$ cat src/rtl/uart_tx_arb.sv
// uart_tx_arb: round-robin arbiter that lets N_SRC first-word-fall-through byte
// sources share one uart_tx. Toward uart_tx it looks like a single read FIFO.
// Each grant can send a source-ID header byte first. The grant then carries up
// to BURST_LEN data bytes and waits for the last frame's tx_done before
// re-arbitrating.
module uart_tx_arb #(
  parameter int unsigned N_SRC     = 4,
  parameter int unsigned D_WIDTH   = 8,
  parameter int unsigned BURST_LEN = 16,
  parameter bit          HDR_EN    = 1'b1,
  parameter logic [3:0]  HDR_MARK  = 4'hA
) (
  input  logic                       sys_clk,
  input  logic                       sys_rst,
  input  logic [N_SRC-1:0]           src_empty,
  input  logic [N_SRC*D_WIDTH-1:0]   src_rd_data,
  output logic [N_SRC-1:0]           src_rd_en,
  output logic                       tx_empty,
  input  logic                       tx_rd_en,
  output logic [D_WIDTH-1:0]         tx_data,
  input  logic                       tx_done,
  output logic                       grant_vld,
  output logic [3:0]                 grant_id,
  output logic                       busy
);

  localparam int unsigned IDX_W = (N_SRC > 1) ? $clog2(N_SRC) : 1;

  typedef enum logic [1:0] {IDLE, HDR, DATA, WAIT_DONE} state_t;

  state_t             state_q, state_d;
  logic [IDX_W-1:0]   gid_q, gid_d;
  logic [IDX_W-1:0]   rr_ptr_q, rr_ptr_d;
  logic [7:0]         burst_cnt_q, burst_cnt_d;
  logic [D_WIDTH-1:0] tx_data_q, tx_data_d;

  logic [D_WIDTH-1:0] src_byte [N_SRC];
  logic [IDX_W-1:0]   pick, cand;
  logic               found;
  logic [7:0]         hdr_byte;

  // Split the flat source data bus into one byte per source.
  always_comb begin
    for (int unsigned i = 0; i < N_SRC; i++) begin
      src_byte[i] = src_rd_data[i*D_WIDTH +: D_WIDTH];
    end
  end

  // Round-robin search: first non-empty source after rr_ptr, wrapping.
  always_comb begin
    found = 1'b0;
    pick  = '0;
    cand  = '0;
    for (int unsigned k = 1; k <= N_SRC; k++) begin
      cand = IDX_W'((32'(rr_ptr_q) + k) % N_SRC);
      if (!found && !src_empty[cand]) begin
        found = 1'b1;
        pick  = cand;
      end
    end
  end

  assign hdr_byte = {HDR_MARK, grant_id};

  // Next-state logic and the virtual-FIFO handshake toward uart_tx.
  always_comb begin
    state_d     = state_q;
    gid_d       = gid_q;
    rr_ptr_d    = rr_ptr_q;
    burst_cnt_d = burst_cnt_q;
    tx_data_d   = tx_data_q;
    src_rd_en   = '0;
    tx_empty    = 1'b1;
    case (state_q)
      IDLE: begin
        if (found) begin
          gid_d       = pick;
          rr_ptr_d    = pick;
          burst_cnt_d = '0;
          if (HDR_EN) state_d = HDR;
          else        state_d = DATA;
        end
      end
      HDR: begin
        tx_empty = 1'b0;
        if (tx_rd_en) begin
          tx_data_d = D_WIDTH'(hdr_byte);
          state_d   = DATA;
        end
      end
      DATA: begin
        tx_empty = src_empty[gid_q];
        if (tx_rd_en && !src_empty[gid_q]) begin
          tx_data_d        = src_byte[gid_q];
          src_rd_en[gid_q] = 1'b1;
          burst_cnt_d      = burst_cnt_q + 8'd1;
          if (burst_cnt_d == 8'(BURST_LEN)) state_d = WAIT_DONE;
        end else if (src_empty[gid_q]) begin
          state_d = WAIT_DONE;
        end
      end
      WAIT_DONE: begin
        if (tx_done) state_d = IDLE;
      end
      default: state_d = IDLE;
    endcase
  end

  // State and datapath registers with synchronous reset.
  always_ff @(posedge sys_clk) begin
    if (sys_rst) begin
      state_q     <= IDLE;
      gid_q       <= '0;
      rr_ptr_q    <= IDX_W'(N_SRC - 1);
      burst_cnt_q <= '0;
      tx_data_q   <= '0;
    end else begin
      state_q     <= state_d;
      gid_q       <= gid_d;
      rr_ptr_q    <= rr_ptr_d;
      burst_cnt_q <= burst_cnt_d;
      tx_data_q   <= tx_data_d;
    end
  end

  assign tx_data   = tx_data_q;
  assign grant_id  = 4'(gid_q);
  assign grant_vld = (state_q != IDLE);
  assign busy      = (state_q != IDLE);

endmodule

$ cat config.mk
export PLATFORM = sky130hd
export DESIGN_NAME = uart_tx_arb
export DESIGN_NICKNAME = d
export VERILOG_FILES = /design/src/rtl/uart_tx_arb.sv
export SDC_FILE = /design/constraint.sdc
export NUM_CORES = 1
export LEC_CHECK = 0
export CAP_MARGIN = 15
export CORE_AREA = 2 2 66 68
export CTS_CLUSTER_DIAMETER = 80
export DETAILED_ROUTE_END_ITERATION = 12
export DIE_AREA = 0 0 68 70
export HOLD_SLACK_MARGIN = 0.15
export PLACE_DENSITY = 0.73
export SLEW_MARGIN = 10
export SYNTH_ARGS = -nofsm -noshare
export SYNTH_HDL_FRONTEND = slang
export SYNTH_SLANG_ARGS = --single-unit
$ cat constraint.sdc
create_clock -name sys_clk -period 1.7 [get_ports sys_clk]
set_input_delay 0.255 -clock sys_clk [delete_from_list [all_inputs] [get_ports sys_clk]]
set_output_delay 0.255 -clock sys_clk [all_outputs]
set_load 0.02 [all_outputs]
==> flow_summary.toml, run 1 <==
[logic_synthesis]
synth_ff_type = "dfxtp_1"
synthArstFlopShare_pct = 0
synth-edff-count = 0
synth_area_per_cell_um2 = 8.93
post-synth-top-area-fraction_pct = 29.0
area_of_the_mapped_netlist_um2 = 1520
yosys_warnings = 0
synth_top_cells_by_count = "22 x dfxtp_1, 22 x nand2_1, 12 x nor2_1"
synth_area_leader_cell = "dfxtp_1"
syn_inst = 170
ys_ff_latch = 22
synth_seq_area_share_pct = 29.0
synthTopCellsByArea = "dfxtp_1 29%, mux4_2 10%, nand2_1 5.4%"
synthDistinctLibCells = 47

[timing]
timing.final.ws_setup_ns = -0.148
post_route_clock_skew_ns = 0.00322
slew_viol_final = 0
timing.fmax_mhz = 541
rsz_0062_raised_after_global_routing = "true"
whs_ns = 0.458
final.period_utilization_pct = 109
period_minus_slack_ns = 1.85
report.final.setup_viol = 5
timing_hold_violations_final = 0

[grt]
grt_pass1_vias = 1559
grt-ovfl-total = 0
pin_count_of_the_biggest_net_entering_global_routing = 17
grt_usage_pct = 19.3
grt_first_pass_wirelength_mm = 7.10
initial_antenna_violation_count = 0

[floorplan]
initial_utilization_pct = 36.6
die_w_um = 68
fp.dieH_um = 70
area_of_the_core_um2 = 4140
total_die_area_um2 = 4760
placementRows = 24
design.portCount = 59

[clock_tree]
clock-root-buffer = "clkbuf_8"
cts.hold.buffers_added = 0
cts_tree = "yes"
clk_transition_reported_paths_ns = 0.08
count_of_clock_tree_sinks = 22
clk-insertion-delay-late_ns = 0.27
htree_num_levels = 1
max-clock-path-buffers = 2
cts-buffers-inserted = 3

[routing]
detailedRoute.firstPassIterationCount = 4
routedWlPerCell_um = 14.5
vias_per_cell = 5.24
ant_nets = 0
drt_wl_total_mm = 4.45
drtIter0Drc = 88
routed-via-count = 1615
drc_errors = 0

[setup_path]
setup.worst_path.start_class = "register"
r2r_setup_slack_ns = -0.01
worst_setup_path_category = "register to output pin"
cp_slowest_cell = "dfxtp_4"
cp-end-kind = "output pin"
critical_path_required_ns = 1.44
crit_chain = "mux2_4 -> o22ai_4 -> and2_4 -> and3_4 -> buf_6"
slowest_delay_ns = 0.38
crit_path_max_fanout = 3
signal_arrival_time_at_the_worst_endpoint_ns = 1.59

[status]
run_status = "finished with violations"
failing_checks = "setup timing"

[final_layout]
area_growth_pct = 67.3
diodes = 0
layout.nets = 303
drive_above_1_share_pct = 35.5
fin_util_pct = 61.3

[placed_design]
preCtsSetupSlack_ns = -0.634
portBuffers = 56
hpwlAfterDp_mm = 3.32
finalWeightedCongestion = 0.801

[pwr]
powerDensity_nw_per_um2 = 1130
vdd_drop_max_mv = 0.827
total_leakage_power_nw = 0.940
power.total_mw = 2.87

[hold_path]
timing.hold.worst.class = "register to register"

[flow_run]
maximum_capacitance_violations = 0
[metal layers]
| layer | share of wire (%) | GRT usage [%] |
|---|---|---|
| met5 | 0 | 0 |
| met4 | 1.2 | 4.67 |
| met3 | 5.6 | 3.54 |
| met2 | 53 | 34.1 |
| met1 | 40 | 23.4 |
[metrics by stage]
stage	instances	area [um^2]	setup TNS, ns
floorplan	171	1550	-0.238
global placement	301	2350	-7.87
detailed placement	301	2350	-8.52
CTS	307	2490	-0.440
global route	308	2540	-1.32
finish	308	2540	-0.407
[critical path, delay by kind of cell (launching register included)]
family	cells	cell delay (ns)
simple gates	2	0.37
compound gates	1	0.16
flops	1	0.38
mux	1	0.32
buf+inv	1	0.11
[logic make-up after synthesis]
group / after synthesis / share of synthesized area [%]
flops: 22 / 29.0
mux: 14 / 15.4
other cells: 1 / 0.247
compound gates: 41 / 21.2
fa+ha+maj: 6 / 4.95
simple gates: 65 / 21.3
buf+inv: 19 / 6.76
xor+xnor: 2 / 1.15
[path summary, 6_finish.rpt]
path	startpoint	end	depth (start not counted)
setup / recovery	gid_q[1]$_SDFFE_PP0P_	src_rd_en[3]	5
hold / removal	tx_data[2]$_SDFFE_PP0P_	tx_data[2]$_SDFFE_PP0P_	2
setup reg to reg	gid_q[1]$_SDFFE_PP0P_	burst_cnt_q[3]$_SDFFE_PP0P_	6
hold reg to reg	tx_data[2]$_SDFFE_PP0P_	tx_data[2]$_SDFFE_PP0P_	2
[registers in the layout, indices dropped and copies added, names as in the netlist]
register / count
tx_data: 8
rr_ptr_q: 2
burst_cnt_q: 8
state_q: 2
gid_q: 2
[where the power goes]
part | total (mW) | internal [mW] | switching (mW)
Combinational | 1.77 | 0.925 | 0.845
Sequential | 0.710 | 0.620 | 0.0893
Clock | 0.388 | 0.207 | 0.181
Total | 2.87 | 1.75 | 1.11
[area by class of cell]
| type | count | area [um^2] |
|---|---|---|
| clock buffers | 4 | 55.1 |
| repair buffers | 94 | 838 |
| fillers | 373 | 1610 |
| multi-input cells | 130 | 1110 |
| inverters | 6 | 25.0 |
| well taps | 52 | 65.1 |
| flip-flops and latches | 22 | 449 |
[repair_timing]
item,4_1_cts,5_1_grt
pin swaps,6,3
gates resized for setup,61,13
endpoints found under the setup margin,29,23
buffers inserted,2,1
[cells in the final DEF (no fill, tap or decap), types with 4 or more instances in the layout]
cell	n
nor3_1	4
nand3_1	7
nor2_1	11
a21oi_1	11
buf_6	6
mux4_2	7
dlygate4sd2_1	4
clkbuf_8	4
buf_4	36
a311oi_2	5
clkdlybuf4s50_1	45
dfxtp_1	19
mux2i_1	5
nand2_1	19
o21ai_0	5
No activity file was read; power rests on OpenSTA's default activity.
==> run 2, diff against run 1 <==
--- a/config.mk
+++ b/config.mk
@@ -5,6 +5,7 @@
 export SDC_FILE = /design/constraint.sdc
 export NUM_CORES = 1
 export LEC_CHECK = 0
+export ABC_CLOCK_PERIOD_IN_PS = 1700
 export CAP_MARGIN = 15
 export CORE_AREA = 2 2 66 68
 export CTS_CLUSTER_DIAMETER = 80
@@ -16,3 +17,4 @@
 export SYNTH_ARGS = -nofsm -noshare
 export SYNTH_HDL_FRONTEND = slang
 export SYNTH_SLANG_ARGS = --single-unit
+export TNS_END_PERCENT = 10
==> flow_summary.toml, run 2 (same netlist as run 1, synthesis figures left out) <==
[clock_tree]
cts.hold.buffers_added = 0
clk_transition_reported_paths_ns = 0.08
max-clock-path-buffers = 2
htree_num_levels = 1
cts-buffers-inserted = 3
cts_tree = "yes"
count_of_clock_tree_sinks = 22
clock-root-buffer = "clkbuf_8"
clk-insertion-delay-late_ns = 0.27

[status]
failing_checks = "setup timing"
run_status = "finished with violations"

[pwr]
switchingPower_mw = 1.10
comb_power_share_pct = 59.4
power.total_mw = 2.96
vdd_drop_max_mv = 0.968
power_report.internal_total_mw = 1.86
power.clock.fraction_pct = 16.8
total_leakage_power_nw = 0.975
powerDensity_nw_per_um2 = 1160
pwr-share-seq_pct = 23.8
sw_frac_of_total_pct = 37.2

[timing]
slew_viol_final = 0
report.final.setup_viol = 4
final.period_utilization_pct = 107
timing_hold_violations_final = 0
period_minus_slack_ns = 1.81
timing.fmax_mhz = 551
post_route_clock_skew_ns = 0.0108
timing.final.ws_setup_ns = -0.114
rsz_0062_raised_after_global_routing = "true"

[final_layout]
diodes = 0
final_design_area_no_fill_um2 = 2560
drive_above_1_share_pct = 33.2
finish.cell_count_without_fillers = 308
layout.nets = 303
final_common_cell = "clkdlybuf4s50_1"
mostFrequentLayoutCells = "42 x clkdlybuf4s50_1, 37 x buf_4, 22 x nand2_1"
area_growth_pct = 68.4

[setup_path]
setup.worst_path.start_class = "register"
worst_setup_path_category = "register to output pin"
crit_path_max_fanout = 3
signal_arrival_time_at_the_worst_endpoint_ns = 1.56
slowest_delay_ns = 0.37
r2r_setup_slack_ns = 0.05
cp-end-kind = "output pin"
cp_slowest_cell = "dfxtp_4"
critical_path_required_ns = 1.44
crit_chain = "mux2_4 -> o22ai_4 -> and2_4 -> and3_4 -> buf_6"

[placed_design]
preCtsSetupSlack_ns = -0.621
finalWeightedCongestion = 0.867
placed_cells = 302
portBuffers = 56
placedInstanceArea_um2 = 2350
hpwlAfterDp_mm = 3.37

[grt]
grt_usage_pct = 18.1
grt_pass1_vias = 1474
initial_antenna_violation_count = 0
grtUsageMet3_pct = 1.61
grt-ovfl-total = 0
grt_first_pass_wirelength_mm = 6.71
grt.met1_usage_pct = 23.7
grtUsageMet2_pct = 31.3
pin_count_of_the_biggest_net_entering_global_routing = 17
grt_most_used_layer = "met2"

[floorplan]
fp.dieH_um = 70
initial_utilization_pct = 36.6
placementRows = 24
total_die_area_um2 = 4760
die_w_um = 68
area_of_the_core_um2 = 4140
design.portCount = 59

[routing]
vias_per_cell = 5.20
routed-via-count = 1602
drt_wl_total_mm = 4.44
drc_errors = 0
drtIter0Drc = 87
routedWlPerCell_um = 14.4
ant_nets = 0
detailedRoute.firstPassIterationCount = 4

[hold_path]
timing.hold.worst.class = "register to register"

[flow_run]
maximum_capacitance_violations = 0
run 2: worst paths after layout:
path,startpoint,end,cells after the start
setup / recovery,gid_q[1]$_SDFFE_PP0P_,src_rd_en[3],5
hold / removal,tx_data[6]$_SDFFE_PP0P_,tx_data[6]$_SDFFE_PP0P_,2
setup reg to reg,gid_q[1]$_SDFFE_PP0P_,burst_cnt_q[3]$_SDFFE_PP0P_,6
hold reg to reg,tx_data[6]$_SDFFE_PP0P_,tx_data[6]$_SDFFE_PP0P_,2
run 2: area by class of cell:
cell class | count | area [um^2]
clock buffers | 3 | 41.3
clock inverters | 1 | 30.0
fillers | 354 | 1590
inverters | 6 | 27.5
multi-input cells | 130 | 1090
flip-flops and latches | 22 | 447
well taps | 52 | 65.1
repair buffers | 94 | 855
run 2: per-stage QoR:
stage / hold slack [ns] / util (%) / TNS [ns]
3_3_place_gp: 0.443 / 56.6 / -7.02
6_report: 0.456 / 61.7 / -0.254
2_1_floorplan: 0.471 / - / -1.26
3_5_place_dp: 0.447 / 56.6 / -7.75
5_1_grt: 0.482 / 61.7 / -0.812
4_1_cts: 0.458 / 59.3 / -0.385
run 2: critical path: cells and delay by family, from the launching register on:
| family | cells | cell delay [ns] |
|---|---|---|
| flip-flops | 1 | 0.37 |
| multiplexers | 1 | 0.32 |
| AND/OR/NAND/NOR | 2 | 0.36 |
| buffers and inverters | 1 | 0.11 |
| AO/OA/AOI/OAI | 1 | 0.15 |
run 2: metal layers:
metal  vias up  share of wire, %
met3         2               6.2
met5         -                 0
met2        53                51
met4         0              0.43
li1        798                 -
met1       749                43
run 2: what timing repair did:
item / CTS / global route
buffers inserted: 0 / 2
pin swaps: 2 / 5
endpoints found under the setup margin: 27 / 24
gates resized for setup: 53 / 19
run 2: power by group through the flow:
stage	combinational, mW	clock (mW)	sequential, mW
CTS	1.65	0.505	0.702
global route	1.90	0.521	0.718
finish	1.76	0.497	0.704
global placement	1.57	0	0.694
floorplan	0.824	0	0.759
detailed placement	1.60	0	0.698
==> run 3, diff against run 2 <==
--- a/config.mk
+++ b/config.mk
@@ -5,7 +5,7 @@
 export SDC_FILE = /design/constraint.sdc
 export NUM_CORES = 1
 export LEC_CHECK = 0
-export ABC_CLOCK_PERIOD_IN_PS = 1700
+export ABC_CLOCK_PERIOD_IN_PS = 1500
 export CAP_MARGIN = 15
 export CORE_AREA = 2 2 66 68
 export CTS_CLUSTER_DIAMETER = 80
==> constraint.sdc (replaced) <==
create_clock -name sys_clk -period 1.5 [get_ports sys_clk]
set_input_delay 0.225 -clock sys_clk [delete_from_list [all_inputs] [get_ports sys_clk]]
set_output_delay 0.225 -clock sys_clk [all_outputs]
set_load 0.02 [all_outputs]
==> flow_summary.toml, run 3 (same netlist as run 1, synthesis figures left out) <==
[final_layout]
drive_above_1_share_pct = 36.7
diodes = 0
area_growth_pct = 71.3
mostFrequentLayoutCells = "45 x clkdlybuf4s50_1, 41 x buf_4, 18 x nand2_1, 18 x dfxtp_1, 11 x a21oi_1"
n_fill_cell = 362
final_common_cell = "clkdlybuf4s50_1"
final_design_area_no_fill_um2 = 2600
finish.cell_count_without_fillers = 311
layout.nets = 306

[clock_tree]
cts_tree = "yes"
clk_transition_reported_paths_ns = 0.08
cts.hold.buffers_added = 0
htree_num_levels = 1
clock-root-buffer = "clkbuf_8"
max-clock-path-buffers = 2
count_of_clock_tree_sinks = 22
cts.repair_timing.setup_buffer_count = 0
cts-buffers-inserted = 3
clk-insertion-delay-late_ns = 0.27

[routing]
maxUsedRoutingLayer = "met4"
wl_met1_mm = 1.91
ant_nets = 0
route.met2.wl_mm = 2.25
drt_wl_total_mm = 4.41
vias_per_cell = 5.21
routed-via-count = 1620
drtIter0Drc = 53
detailedRoute.firstPassIterationCount = 4
wl_met3_um = 209
drc_errors = 0
routedWlPerCell_um = 14.2

[hold_path]
timing.hold.worst.class = "register to register"
holdCritStartpoint = "tx_data[4]$_SDFFE_PP0P_"

[placed_design]
placedInstanceArea_um2 = 2410
placed_cells = 307
hpwlAfterDp_mm = 3.30
portBuffers = 56
finalWeightedCongestion = 0.756

[grt]
grt_first_pass_wirelength_mm = 7.05
grt_usage_pct = 18.9
grt-ovfl-total = 0
pin_count_of_the_biggest_net_entering_global_routing = 17
initial_antenna_violation_count = 0
grt_pass1_vias = 1527

[timing]
setup_tns_after_final_layout_ns = -3.28
slew_viol_final = 0
timing.final.ws_setup_ns = -0.341
timing_hold_violations_final = 0
rsz_0062_raised_after_global_routing = "true"
period_minus_slack_ns = 1.84
post_route_clock_skew_ns = 0.00169
report.final.setup_viol = 22
whs_ns = 0.457
final.period_utilization_pct = 123
timing.fmax_mhz = 543

[pwr]
total_leakage_power_nw = 0.992
powerDensity_nw_per_um2 = 1280
vdd_drop_max_mv = 1.20

[floorplan]
die_w_um = 68
placementRows = 24
fp.dieH_um = 70
total_die_area_um2 = 4760
initial_utilization_pct = 36.6
design.portCount = 59
area_of_the_core_um2 = 4140

[setup_path]
cp-end-kind = "output pin"
critPathLaunch = "gid_q[1]$_SDFFE_PP0P_"
worst_setup_path_category = "register to output pin"
setup.worst_path.start_class = "register"
critical_path_required_ns = 1.27
crit-reg2reg-launch = "gid_q[1]$_SDFFE_PP0P_"
signal_arrival_time_at_the_worst_endpoint_ns = 1.62
crit_path_max_fanout = 3

[flow_run]
maximum_capacitance_violations = 0

[status]
failing_checks = "setup timing"
run_status = "finished with violations"
## run 3: stage by stage
stage          power [mW]  utilization, %  setup WS, ns
3_3_place_gp         2.59            58.2        -0.795
6_report             3.32            62.7        -0.341
2_1_floorplan        1.83               -        -0.297
4_1_cts              3.20            61.1        -0.331
5_1_grt              3.53            62.7        -0.390
3_5_place_dp         2.62            58.2        -0.809
## run 3: routing by layer
layer / up-vias / global-route usage [%]
met4: 0 / 4.00
met2: 41 / 32.0
li1: 809 / -
met1: 765 / 24.4
met5: - / 0
met3: 5 / 3.70
## run 3: cell type report
class                   count  area [um^2]  share of cell area (%)
clock buffers               4         55.1                    2.12
flip-flops and latches     22          450                    17.3
multi-input cells         130         1130                    43.4
well taps                  52         65.1                    2.50
inverters                   6         27.5                    1.06
repair buffers             97          875                    33.6
## run 3: report_power, final
group | switching, mW | internal [mW] | leakage [nW] | total (mW)
Clock | 0.209 | 0.234 | 0.0288 | 0.444
Combinational | 0.986 | 1.08 | 0.782 | 2.07
Sequential | 0.102 | 0.706 | 0.181 | 0.808
Total | 1.30 | 2.02 | 0.992 | 3.32
## run 3: worst max-delay path: stages (launching register included)
cell and delay [ns]:
dfxtp_4 0.37, mux2_2 0.36, o22ai_4 0.12, and2_4 0.20, and3_4 0.18, buf_6 0.11
## run 3: path summary, 6_finish.rpt
check | to | slack [ns] | depth (start not counted)
worst max-delay path | src_rd_en[3] | -0.34 | 5
worst min-delay path | tx_data[4]$_SDFFE_PP0P_ | 0.46 | 2
worst max register to register | burst_cnt_q[6]$_SDFFE_PP0P_ | -0.20 | 6
worst min register to register | tx_data[4]$_SDFFE_PP0P_ | 0.46 | 2
## run 3: what timing repair did
action | in CTS | in global routing
endpoints found under the setup margin | 30 | 30
gates resized for setup | 66 | 14
pin swaps | 8 | 3
gates cloned | 0 | 0
